===== config.mk =====
export PLATFORM = sky130hd
export DESIGN_NAME = multi_range_finder
export DESIGN_NICKNAME = d
export VERILOG_FILES = /design/src/rtl/multi_range_finder_pkg.sv /design/src/rtl/multi_range_finder_channel.sv /design/src/rtl/multi_range_finder.sv
export SDC_FILE = /design/constraint.sdc
export NUM_CORES = 1
export LEC_CHECK = 0
export CAP_MARGIN = 40
export CORE_ASPECT_RATIO = 0.9
export CORE_MARGIN = 4
export CORE_UTILIZATION = 36
export DETAILED_ROUTE_END_ITERATION = 6
export PLACE_DENSITY_LB_ADDON = 0.25
export SETUP_SLACK_MARGIN = 0.02
export SLEW_MARGIN = 10
export SYNTH_ARGS = -nofsm -noshare
export SYNTH_HDL_FRONTEND = slang
export SYNTH_HIERARCHICAL = 1
export SYNTH_SLANG_ARGS = --single-unit

===== constraint.sdc =====
create_clock -name clock -period 11.7 [get_ports clock]
set_clock_uncertainty 0.2 [all_clocks]
set_input_delay 1.17 -clock clock [delete_from_list [all_inputs] [get_ports clock]]
set_output_delay 1.17 -clock clock [all_outputs]
set_load 0.01 [all_outputs]

===== src/rtl/multi_range_finder_pkg.sv =====
// range_finder_pkg
// Shared types and helpers for multi_range_finder and range_channel.
//   - rf_state_t       : session FSM state encoding
//   - rf_min_sentinel  : value that any real sample will undercut (type max)
//   - rf_max_sentinel  : value that any real sample will exceed (type min)
//   - rf_less          : width-aware signed/unsigned less-than
// Helpers work on RF_MAX_W-bit containers; callers zero-extend their
// WIDTH-bit operands and truncate results back to WIDTH bits.
// WIDTH is therefore limited to at most RF_MAX_W bits.
package range_finder_pkg;

  localparam int RF_MAX_W = 64;

  typedef enum logic [1:0] {
    RF_IDLE  = 2'd0,
    RF_RUN   = 2'd1,
    RF_ERROR = 2'd2
  } rf_state_t;

  // Single set bit at the sign position of a width-bit value.
  function automatic logic [RF_MAX_W-1:0] rf_msb(input int width);
    return RF_MAX_W'(1) << (width - 1);
  endfunction

  function automatic logic [RF_MAX_W-1:0] rf_min_sentinel(input int width,
                                                         input logic signed_mode);
    logic [RF_MAX_W-1:0] mask;
    mask = (width >= RF_MAX_W) ? '1 : ((RF_MAX_W'(1) << width) - RF_MAX_W'(1));
    return signed_mode ? (mask & ~rf_msb(width)) : mask;
  endfunction

  function automatic logic [RF_MAX_W-1:0] rf_max_sentinel(input int width,
                                                         input logic signed_mode);
    return signed_mode ? rf_msb(width) : '0;
  endfunction

  // Flipping the sign bit maps two's-complement order onto unsigned order,
  // so one unsigned comparator serves both modes.
  function automatic logic rf_less(input logic [RF_MAX_W-1:0] a,
                                   input logic [RF_MAX_W-1:0] b,
                                   input int width,
                                   input logic signed_mode);
    logic [RF_MAX_W-1:0] bias;
    bias = signed_mode ? rf_msb(width) : '0;
    return (a ^ bias) < (b ^ bias);
  endfunction

endpackage


===== src/rtl/multi_range_finder_channel.sv =====
// range_channel
// One running min/max tracker. Initialises on init_i (to the sample when
// valid_i, else to the empty sentinel) and otherwise folds in each valid
// sample. Next-state values are exported so the owner can latch a result
// that includes the sample presented in the same cycle.
// Ports:
//   clock, reset_n  : clock / asynchronous active-low reset
//   init_i          : start a fresh tracking window this cycle
//   valid_i         : sample_i is to be used this cycle
//   sample_i        : channel sample
//   min_next_o      : running minimum after this cycle
//   max_next_o      : running maximum after this cycle
module range_channel
  import range_finder_pkg::*;
#(
  parameter int WIDTH  = 16,
  parameter int SIGNED = 0
) (
  input  logic             clock,
  input  logic             reset_n,
  input  logic             init_i,
  input  logic             valid_i,
  input  logic [WIDTH-1:0] sample_i,
  output logic [WIDTH-1:0] min_next_o,
  output logic [WIDTH-1:0] max_next_o
);

  localparam logic IS_SIGNED = (SIGNED != 0);
  localparam logic [WIDTH-1:0] MIN_SENT = WIDTH'(rf_min_sentinel(WIDTH, IS_SIGNED));
  localparam logic [WIDTH-1:0] MAX_SENT = WIDTH'(rf_max_sentinel(WIDTH, IS_SIGNED));

  logic [WIDTH-1:0] min_q, min_d;
  logic [WIDTH-1:0] max_q, max_d;

  always_comb begin
    min_d = min_q;
    max_d = max_q;
    if (init_i) begin
      min_d = valid_i ? sample_i : MIN_SENT;
      max_d = valid_i ? sample_i : MAX_SENT;
    end else if (valid_i) begin
      if (rf_less(RF_MAX_W'(sample_i), RF_MAX_W'(min_q), WIDTH, IS_SIGNED)) begin
        min_d = sample_i;
      end
      if (rf_less(RF_MAX_W'(max_q), RF_MAX_W'(sample_i), WIDTH, IS_SIGNED)) begin
        max_d = sample_i;
      end
    end
  end

  always_ff @(posedge clock or negedge reset_n) begin
    if (!reset_n) begin
      min_q <= MIN_SENT;
      max_q <= MAX_SENT;
    end else begin
      min_q <= min_d;
      max_q <= max_d;
    end
  end

  assign min_next_o = min_d;
  assign max_next_o = max_d;

endmodule


===== src/rtl/multi_range_finder.sv =====
// multi_range_finder
// Tracks running min/max/range on NUM_CH channels sharing one go/finish
// session and one sample strobe. Results latch on the edge that ends a
// finish cycle in RUN and are flagged by a one-cycle result_valid.
// Ports:
//   clock, reset_n          : clock / asynchronous active-low reset
//   data_in [NUM_CH*WIDTH]  : packed samples, channel k at [k*WIDTH +: WIDTH]
//   data_valid              : data_in qualifier
//   go, finish              : session start/restart and end
//   min_out/max_out/range_out : latched per-channel results
//   result_valid            : one-cycle pulse on each new latch
//   empty                   : last latched session had no valid samples
//   sample_count [COUNT_W]  : latched saturated sample count
//                             (only with MULTI_RANGE_FINDER_COUNT_EN)
//   debug_error             : high while in ERROR
// Optional feature macro: MULTI_RANGE_FINDER_COUNT_EN
module multi_range_finder
  import range_finder_pkg::*;
#(
  parameter int WIDTH   = 16,
  parameter int NUM_CH  = 4,
  parameter int SIGNED  = 0,
  parameter int COUNT_W = 16
) (
  input  logic                    clock,
  input  logic                    reset_n,
  input  logic [NUM_CH*WIDTH-1:0] data_in,
  input  logic                    data_valid,
  input  logic                    go,
  input  logic                    finish,
  output logic [NUM_CH*WIDTH-1:0] min_out,
  output logic [NUM_CH*WIDTH-1:0] max_out,
  output logic [NUM_CH*WIDTH-1:0] range_out,
  output logic                    result_valid,
  output logic                    empty,
`ifdef MULTI_RANGE_FINDER_COUNT_EN
  output logic [COUNT_W-1:0]      sample_count,
`endif
  output logic                    debug_error
);

  localparam logic [COUNT_W-1:0] COUNT_MAX = '1;

  rf_state_t state_q;

  logic init_c;   // trackers restart this cycle
  logic upd_c;    // valid sample folds into the running session
  logic latch_c;  // session ends cleanly; results latch on this edge

  logic [COUNT_W-1:0] count_q, count_d;

  logic [NUM_CH*WIDTH-1:0] min_next, max_next, range_next;
  logic [NUM_CH*WIDTH-1:0] min_out_q, max_out_q, range_out_q;
  logic                    result_valid_q, empty_q;
`ifdef MULTI_RANGE_FINDER_COUNT_EN
  logic [COUNT_W-1:0]      sample_count_q;
`endif

  always_comb begin
    init_c  = 1'b0;
    upd_c   = 1'b0;
    latch_c = 1'b0;
    unique case (state_q)
      RF_IDLE:  init_c = go && !finish;
      RF_RUN: begin
        init_c  = go && !finish;
        latch_c = finish && !go;
        // Includes the finish-cycle sample; go&finish discards everything.
        upd_c   = data_valid && !go;
      end
      RF_ERROR: init_c = go;
      default: ;
    endcase
  end

  always_comb begin
    count_d = count_q;
    if (init_c) begin
      count_d = data_valid ? COUNT_W'(1) : '0;
    end else if (upd_c && (count_q != COUNT_MAX)) begin
      count_d = count_q + COUNT_W'(1);
    end
  end

  for (genvar gi = 0; gi < NUM_CH; gi++) begin : g_ch
    range_channel #(
      .WIDTH  (WIDTH),
      .SIGNED (SIGNED)
    ) u_ch (
      .clock      (clock),
      .reset_n    (reset_n),
      .init_i     (init_c),
      .valid_i    (data_valid && (init_c || upd_c)),
      .sample_i   (data_in[gi*WIDTH +: WIDTH]),
      .min_next_o (min_next[gi*WIDTH +: WIDTH]),
      .max_next_o (max_next[gi*WIDTH +: WIDTH])
    );
    // Modular subtraction gives the correct unsigned span in both modes.
    assign range_next[gi*WIDTH +: WIDTH] =
        max_next[gi*WIDTH +: WIDTH] - min_next[gi*WIDTH +: WIDTH];
  end

  always_ff @(posedge clock or negedge reset_n) begin
    if (!reset_n) begin
      count_q <= '0;
    end else begin
      count_q <= count_d;
    end
  end

  always_ff @(posedge clock or negedge reset_n) begin
    if (!reset_n) begin
      state_q        <= RF_IDLE;
      min_out_q      <= '0;
      max_out_q      <= '0;
      range_out_q    <= '0;
      result_valid_q <= 1'b0;
      empty_q        <= 1'b0;
`ifdef MULTI_RANGE_FINDER_COUNT_EN
      sample_count_q <= '0;
`endif
    end else begin
      result_valid_q <= latch_c;
      unique case (state_q)
        RF_IDLE: begin
          if (finish)  state_q <= RF_ERROR;
          else if (go) state_q <= RF_RUN;
        end
        RF_RUN: begin
          if (go && finish) state_q <= RF_ERROR;
          else if (finish)  state_q <= RF_IDLE;
        end
        RF_ERROR: begin
          if (go) state_q <= RF_RUN;
        end
        default: state_q <= RF_IDLE;
      endcase
      if (latch_c) begin
        if (count_d != '0) begin
          min_out_q   <= min_next;
          max_out_q   <= max_next;
          range_out_q <= range_next;
          empty_q     <= 1'b0;
        end else begin
          min_out_q   <= '0;
          max_out_q   <= '0;
          range_out_q <= '0;
          empty_q     <= 1'b1;
        end
`ifdef MULTI_RANGE_FINDER_COUNT_EN
        sample_count_q <= count_d;
`endif
      end
    end
  end

  assign min_out      = min_out_q;
  assign max_out      = max_out_q;
  assign range_out    = range_out_q;
  assign result_valid = result_valid_q;
  assign empty        = empty_q;
`ifdef MULTI_RANGE_FINDER_COUNT_EN
  assign sample_count = sample_count_q;
`endif
  assign debug_error  = (state_q == RF_ERROR);

endmodule

Yosys cells after proc, flatten, opt, wreduce, memory -nomap -nowiden --
Cells that the tools add are included.
Word-level totals: logic and storage cells 91, bits in registers 340, input port bits 69
Operators by class: reduce and logical (&&, ||, !) cells 12, eq/ne operators 4, muxes and demuxes 47, add/sub/neg operators 5, order comparisons 8
Operators with widths (count):
- 2-to-1 mux 16 bit | 34
- 2-to-1 mux 64 bit | 3
- < comparator 16 bit | 8
- subtractor 16 bit | 4
- adder 16 x 1 -> 16 bit (second input constant) | 1
- inequality test 16 bit (second input constant) | 1
- nonzero test 16 bit | 1
- 2-to-1 mux 2 bit | 4
- logical AND 1 bit | 6
- case mux 2 bit (3 select lines) | 1
- 2-to-1 mux 1 bit | 4
- inequality test 3 bit (second input constant) | 1
- == test 2 x 1 -> 1 bit (second input constant) | 1
- == test 2 bit (second input constant) | 1
- zero test 1 bit | 2
- zero test 2 bit | 1
- case mux 1 bit (2 select lines) | 1
- OR reduction 2 bit | 1
- logical OR 1 bit | 1

Logic depth before layout (Yosys ltp) --
depth in word-level cells 9, mapped depth 20, depth with buffers taken out 20

By module --
The synthesis kept the hierarchy.
By module, submodules not included:
- multi_range_finder | sequential area each 5305.1 um^2, cells an instance 1232, times used 1, area an instance 12132.9 um^2
- range_channel | sequential area each 820.8 um^2, cells an instance 179, times used 4, area an instance 1939.4 um^2

Worst setup path before layout --
Ideal clock, no wire load.
kind input to register, start point in finish, end point reg range_out_q[62], in the netlist range_out[62], path slack 6.069 ns, data required time 11.401 ns, cell stages on the path 18, data arrival time 5.331 ns, library setup time 0.099 ns, cells stage by stage mux2i_1 > nand2_1 > inv_1 > buf_1 > inv_1 > a41oi_2 > buf_2 > o22a_1 > inv_1 > ha_1 > or3_1 > a211oi_1 > o31ai_1 > o21a_1 > o21ai_0 > nand2b_1 > or4b_2 > a311oi_1
Between the ends: word-level cells in the longest chain between the ends 9, elaborated cells on any way between the ends 17
RTL lines:
- start: declaration | line multi_range_finder.sv:30 | input logic finish,
- zero test 1 bit (*) | line multi_range_finder.sv:64, multi_range_finder.sv:66
- logical AND 1 bit (*) | line multi_range_finder.sv:64, multi_range_finder.sv:66
- case mux 1 bit (2 select lines) (*) | line multi_range_finder.sv:63 | unique case (state_q)
- net init_c | line multi_range_finder.sv:46 | logic init_c;
- logical OR 1 bit | line multi_range_finder.sv:93 | .valid_i (data_valid && (init_c || upd_c)),
- logical AND 1 bit | line multi_range_finder.sv:93
- 2-to-1 mux 16 bit (on tied branches) | line multi_range_finder_channel.sv:41, multi_range_finder_channel.sv:39
- 2-to-1 mux 16 bit (*) | line multi_range_finder_channel.sv:38 | if (init_i) begin
- net min_next[53] | line multi_range_finder.sv:52 | logic [NUM_CH*WIDTH-1:0] min_next, max_next, range_next;
- subtractor 16 bit (*) | line multi_range_finder.sv:100 | max_next[gi*WIDTH +: WIDTH] - min_next[gi*WIDTH +: WIDTH];
- 2-to-1 mux 64 bit (*) | line multi_range_finder.sv:139 | if (count_d != '0) begin
- end signal: assignment | line multi_range_finder.sv:142 | range_out_q <= range_next;
- end: declaration | line multi_range_finder.sv:53 | logic [NUM_CH*WIDTH-1:0] min_out_q, max_out_q, range_out_q;
Mark *: on every way through the listed nets, which the timed path passes. The rest lies on a longest branch. A chain may end at the register's enable or synchronous reset.

Worst setup path after layout --
start point in finish, end point reg range_out_q[62], in the netlist range_out[62]
Between the ends: word-level cells in the longest chain between the ends 9, elaborated cells on any way between the ends 17
RTL lines (line):
- zero test 1 bit (*) | multi_range_finder.sv:64, multi_range_finder.sv:66
- logical AND 1 bit (*) | multi_range_finder.sv:64, multi_range_finder.sv:66
- case mux 1 bit (2 select lines) (*) | multi_range_finder.sv:63
- logical OR 1 bit | multi_range_finder.sv:93
- logical AND 1 bit | multi_range_finder.sv:93
- 2-to-1 mux 16 bit (on tied branches) | multi_range_finder_channel.sv:41, multi_range_finder_channel.sv:39
- 2-to-1 mux 16 bit (*) | multi_range_finder_channel.sv:38
- net min_next[48] | multi_range_finder.sv:52
- subtractor 16 bit (*) | multi_range_finder.sv:100
- 2-to-1 mux 64 bit (*) | multi_range_finder.sv:139
Marked as above.

==> summary.md <==
| Metric | Value |
|---|---|
| Postcts setup bufs | `0` |
| Power share of the clock group | `19.7%` |
| RSZ-0062 raised after global routing | `no` |
| Syn Area/Cell | `10.2 um2` |
| Ys Warns | `6` |
| Main combinational cell family by area after synthesis | `compound AO/OA/AOI/OAI gates` |
| Yosys top cell area share | `34.7%` |
| Status | `finished clean` |
| Final Util | `45.1%` |
| Die W | `256 um` |
| Vias per cell | `5.25` |
| Post-synthesis register bit count | `340` |
| Share of cells above drive strength 1 | `11.0%` |
| Most used cell, CP | `nand2_1` |
| M1 GR Usage | `25.5%` |
| Post-route DRC | `0` |
| Maxcap violations | `0` |
| Worst slew pin tran | `972 ps` |
| CTS buffer count | `41` |
| Unique masters post-synth | `75` |
| Buffers on Ports | `263` |
| P_leak | `11.7 nW` |
| 1st-pass router iterations | `4` |
| Met3 Resource Use GR | `3.59%` |
| Register clock-pin slew on the reported worst setup and hold paths | `60 ps` |
| P per Cell Area | `275 mW/mm2` |
| Mapped Cells | `1948` |
| Cell taking the most area after synthesis | `dfrtp_1` |
| Die Y | `231 um` |
| WL final | `56300 um` |
| DRT iter0 DRCs | `823` |
| Min-Delay Path Class | `register to register` |
| Dpl hpwl | `41300 um` |
| Setup TNS Final | `0 ps` |
| Sinks on the clock net | `340` |
| First-pass GRT wire length | `90100 um` |
| Largest net degree at the start of global routing | `160` |
| Worst Path Arrival | `7050 ps` |
| Mapped Nets | `2202` |
| Crit end category | `register` |
| Die ar. | `0.0591 mm2` |
| Top post-synthesis cells by area | `dfrtp_1 (35%), ha_1 (11%), dfstp_2 (8.5%)` |
| Fmax | `0.147 GHz` |
| Vias in the first global route | `15900` |
| Total core area | `0.0545 mm2` |
| Initial Util | `36.5%` |
| Post-Synth Simple-Gate Area | `11.8%` |
| Tot GR Track Use | `18.7%` |
| Post-synth EDFFs | `0` |
| Final setup vio count | `0` |
| Final Max Slew Viols | `0` |
| DR vias | `15400` |
| Io pins | `264` |
| Nets | `2444` |
| N_diodes | `0` |
| Post-route ant nets | `0` |
| CP required | `11960 ps` |
| Sequential power share | `30.1%` |
| XOR/XNOR share of the synthesized area | `2.64%` |
| Final hold vios | `0` |
| Busiest grt layer | `met2` |
| FP Rows | `81` |
| Clock latency on the worst-skew pair | `560 ps` |
| Crit-path max cell delay | `800 ps` |
| CTS root buf | `clkbuf_16` |
| R2R Path End | `range_out[62]` |
| Synth Area in Adders | `11.8%` |
| DR WL/cell | `19.2 um` |
| Crit path cell chain | `clkdlybuf4s50_1, mux2i_1, nand2_1, inv_1, nand2_1, nand2_1, nand3b_1, a221oi_1, a41oi_2, o22a_1, ha_1, inv_1, fa_1, a21o_1, a211oi_1, o31ai_1, o21a_1, o21ai_0, nand2b_1, or4b_2, a311oi_1` |
| Fin crit share | `58.0%` |
| Routability cong. | `0.846` |
| Seq/Total Area, Yosys | `43.2%` |
| Compound-Gate Fraction of Synth Area | `24.2%` |
| Switching Share | `40.6%` |
| Post-Synthesis Cell Area | `0.0199 mm2` |
| Internal power | `4.02 mW` |
| Hold buffers post-CTS | `0` |
| Logic gate share of total power | `50.2%` |
| Number of gates resized after cts | `0` |
| Area growth syn-to-layout | `23.6%` |
| CP Max Fanout | `16` |
| R2R Setup Slk | `5510 ps` |
| CTS H-tree depth | `2` |
| Switch Pwr | `2.75 mW` |
| Kind of critical path | `input pin to register` |
| Initial antenna violation count | `2` |
| Critical path endpoint | `range_out[62]` |
| Synth async-reset ratio | `100%` |
| CTS tree | `built` |
| CP max-delay cell | `a41oi_2` |
| Post-route minimum period | `6790 ps` |
| R2R cell count | `20` |
| Synth Flop Type | `dfrtp_1` |
| Max VDD drop | `110 uV` |
| Mux contribution to synthesized area | `0.107%` |
| M2 GR Usage | `30.9%` |
| Slew headroom | `35.0%` |
| FF-to-FF Start | `state_q[1]` |
| Clock tree buffer depth | `3` |
| Critical Path Start Type | `input pin` |
| Grt total ovfl | `0` |
| Setup crit start | `finish` |
per-stage QoR:
step                power (mW)  area [um2]  hold WS, ps  cells  setup slack [ps]
finish                    6.77       24600          276   2927              4910
global route              7.27       24600          306   2927              4570
CTS                       6.85       24600          282   2926              4950
detailed placement        5.47       23200          268   2851              4370
global placement          5.37       23000          262   2845              4530
floorplan                 4.19       19900          287   1948              6070
power by group through the flow:
stage	logic, mW	registers, mW	clock network, mW
CTS	3.44	2.04	1.37
finish	3.40	2.04	1.33
floorplan	2.10	2.09	0
global placement	3.33	2.04	0
global route	3.76	2.10	1.41
detailed placement	3.42	2.05	0
synthesized netlist by cell type, types with 5 or more instances:
| cell | count |
|---|---|
| and2_1 | 8 |
| or3_1 | 13 |
| ha_1 | 181 |
| o31ai_1 | 64 |
| a31oi_1 | 9 |
| a21oi_1 | 76 |
| o211ai_1 | 5 |
| nand2b_1 | 16 |
| dfstp_2 | 64 |
| o21ai_0 | 113 |
| a2111o_1 | 5 |
| o21a_1 | 12 |
| nand4_1 | 27 |
| a21o_1 | 20 |
| nor2b_1 | 12 |
| nor4_1 | 5 |
| o22a_1 | 64 |
| xor2_1 | 30 |
| clkbuf_1 | 44 |
| buf_2 | 17 |
| a22o_1 | 65 |
| xnor2_1 | 30 |
| dfrtp_1 | 276 |
| nand3_1 | 25 |
| nor3_1 | 16 |
| a21boi_0 | 6 |
| buf_12 | 6 |
| nor2_1 | 56 |
| a41oi_2 | 8 |
| inv_1 | 198 |
| a31o_2 | 11 |
| a211oi_1 | 7 |
| nand2_1 | 305 |
| buf_6 | 7 |
| o21bai_1 | 5 |
| o41ai_2 | 7 |
| o31ai_4 | 46 |
kinds of logic (layout without fill, tap and decap cells):
logic type,count (synthesis),after routing
AO/OA/AOI/OAI,570,570
AND/OR/NAND/NOR,509,509
flip-flops,340,340
buffers and inverters,282,556
adder cells (fa/ha/maj),185,185
XOR/XNOR,60,60
multiplexers,2,2
worst max-delay path, delay by kind of cell:
family	cells	cell delay, ps
fa+ha+maj	2	600
mux	1	120
compound gates	9	2650
buf+inv	3	700
simple gates	6	1790
state kept, by name, summed over array words and instances, names as in the netlist:
register and flops:
empty 1, max_out 64, result_valid 1, range_out 64, count_q 16, g_ch.u_ch/min_q 64
state_q 2, min_out 64, g_ch.u_ch/max_q 64
how the worst min path moves through the flow:
| stage | depth (start not counted) | endpoint | startpoint |
|---|---|---|---|
| after CTS | 2 | max_out[45] | max_out[45] |
| after global placement | 2 | max_out[52] | max_out[52] |
| final | 2 | max_out[45] | max_out[45] |
| after detailed placement | 2 | range_out[26] | range_out[26] |
| after global routing | 2 | range_out[54] | range_out[54] |
| after floorplan | 1 | g_ch[0].u_ch/max_q[0] | g_ch[0].u_ch/max_q[0] |
layout by cell type, fill, tap and decap left out, types with 43 or more instances in the layout:
cell type	Yosys	routed
a21oi_1	76	76
a22o_1	65	65
clkbuf_16	0	43
clkdlybuf4s50_1	0	262
dfrtp_1	276	276
dfstp_2	64	64
ha_1	181	181
inv_1	198	198
nand2_1	305	304
nor2_1	56	56
o21ai_0	113	113
o22a_1	64	64
o31ai_1	64	64
o31ai_4	46	46
metal layers:
layer	wire length, um	up-vias
met2	26300	299
met1	26300	7515
met3	2610	67
met5	20	-
li1	-	7482
met4	1060	4
layout make-up:
class | count | area (um2)
flip-flops and latches | 340 | 8590
clock buffers | 63 | 1260
well taps | 705 | 882
multi-input cells | 1326 | 10100
fillers | 5143 | 29900
repair buffers | 282 | 2900
clock inverters | 12 | 145
inverters | 199 | 747
(Power assumes the default switching activity.)
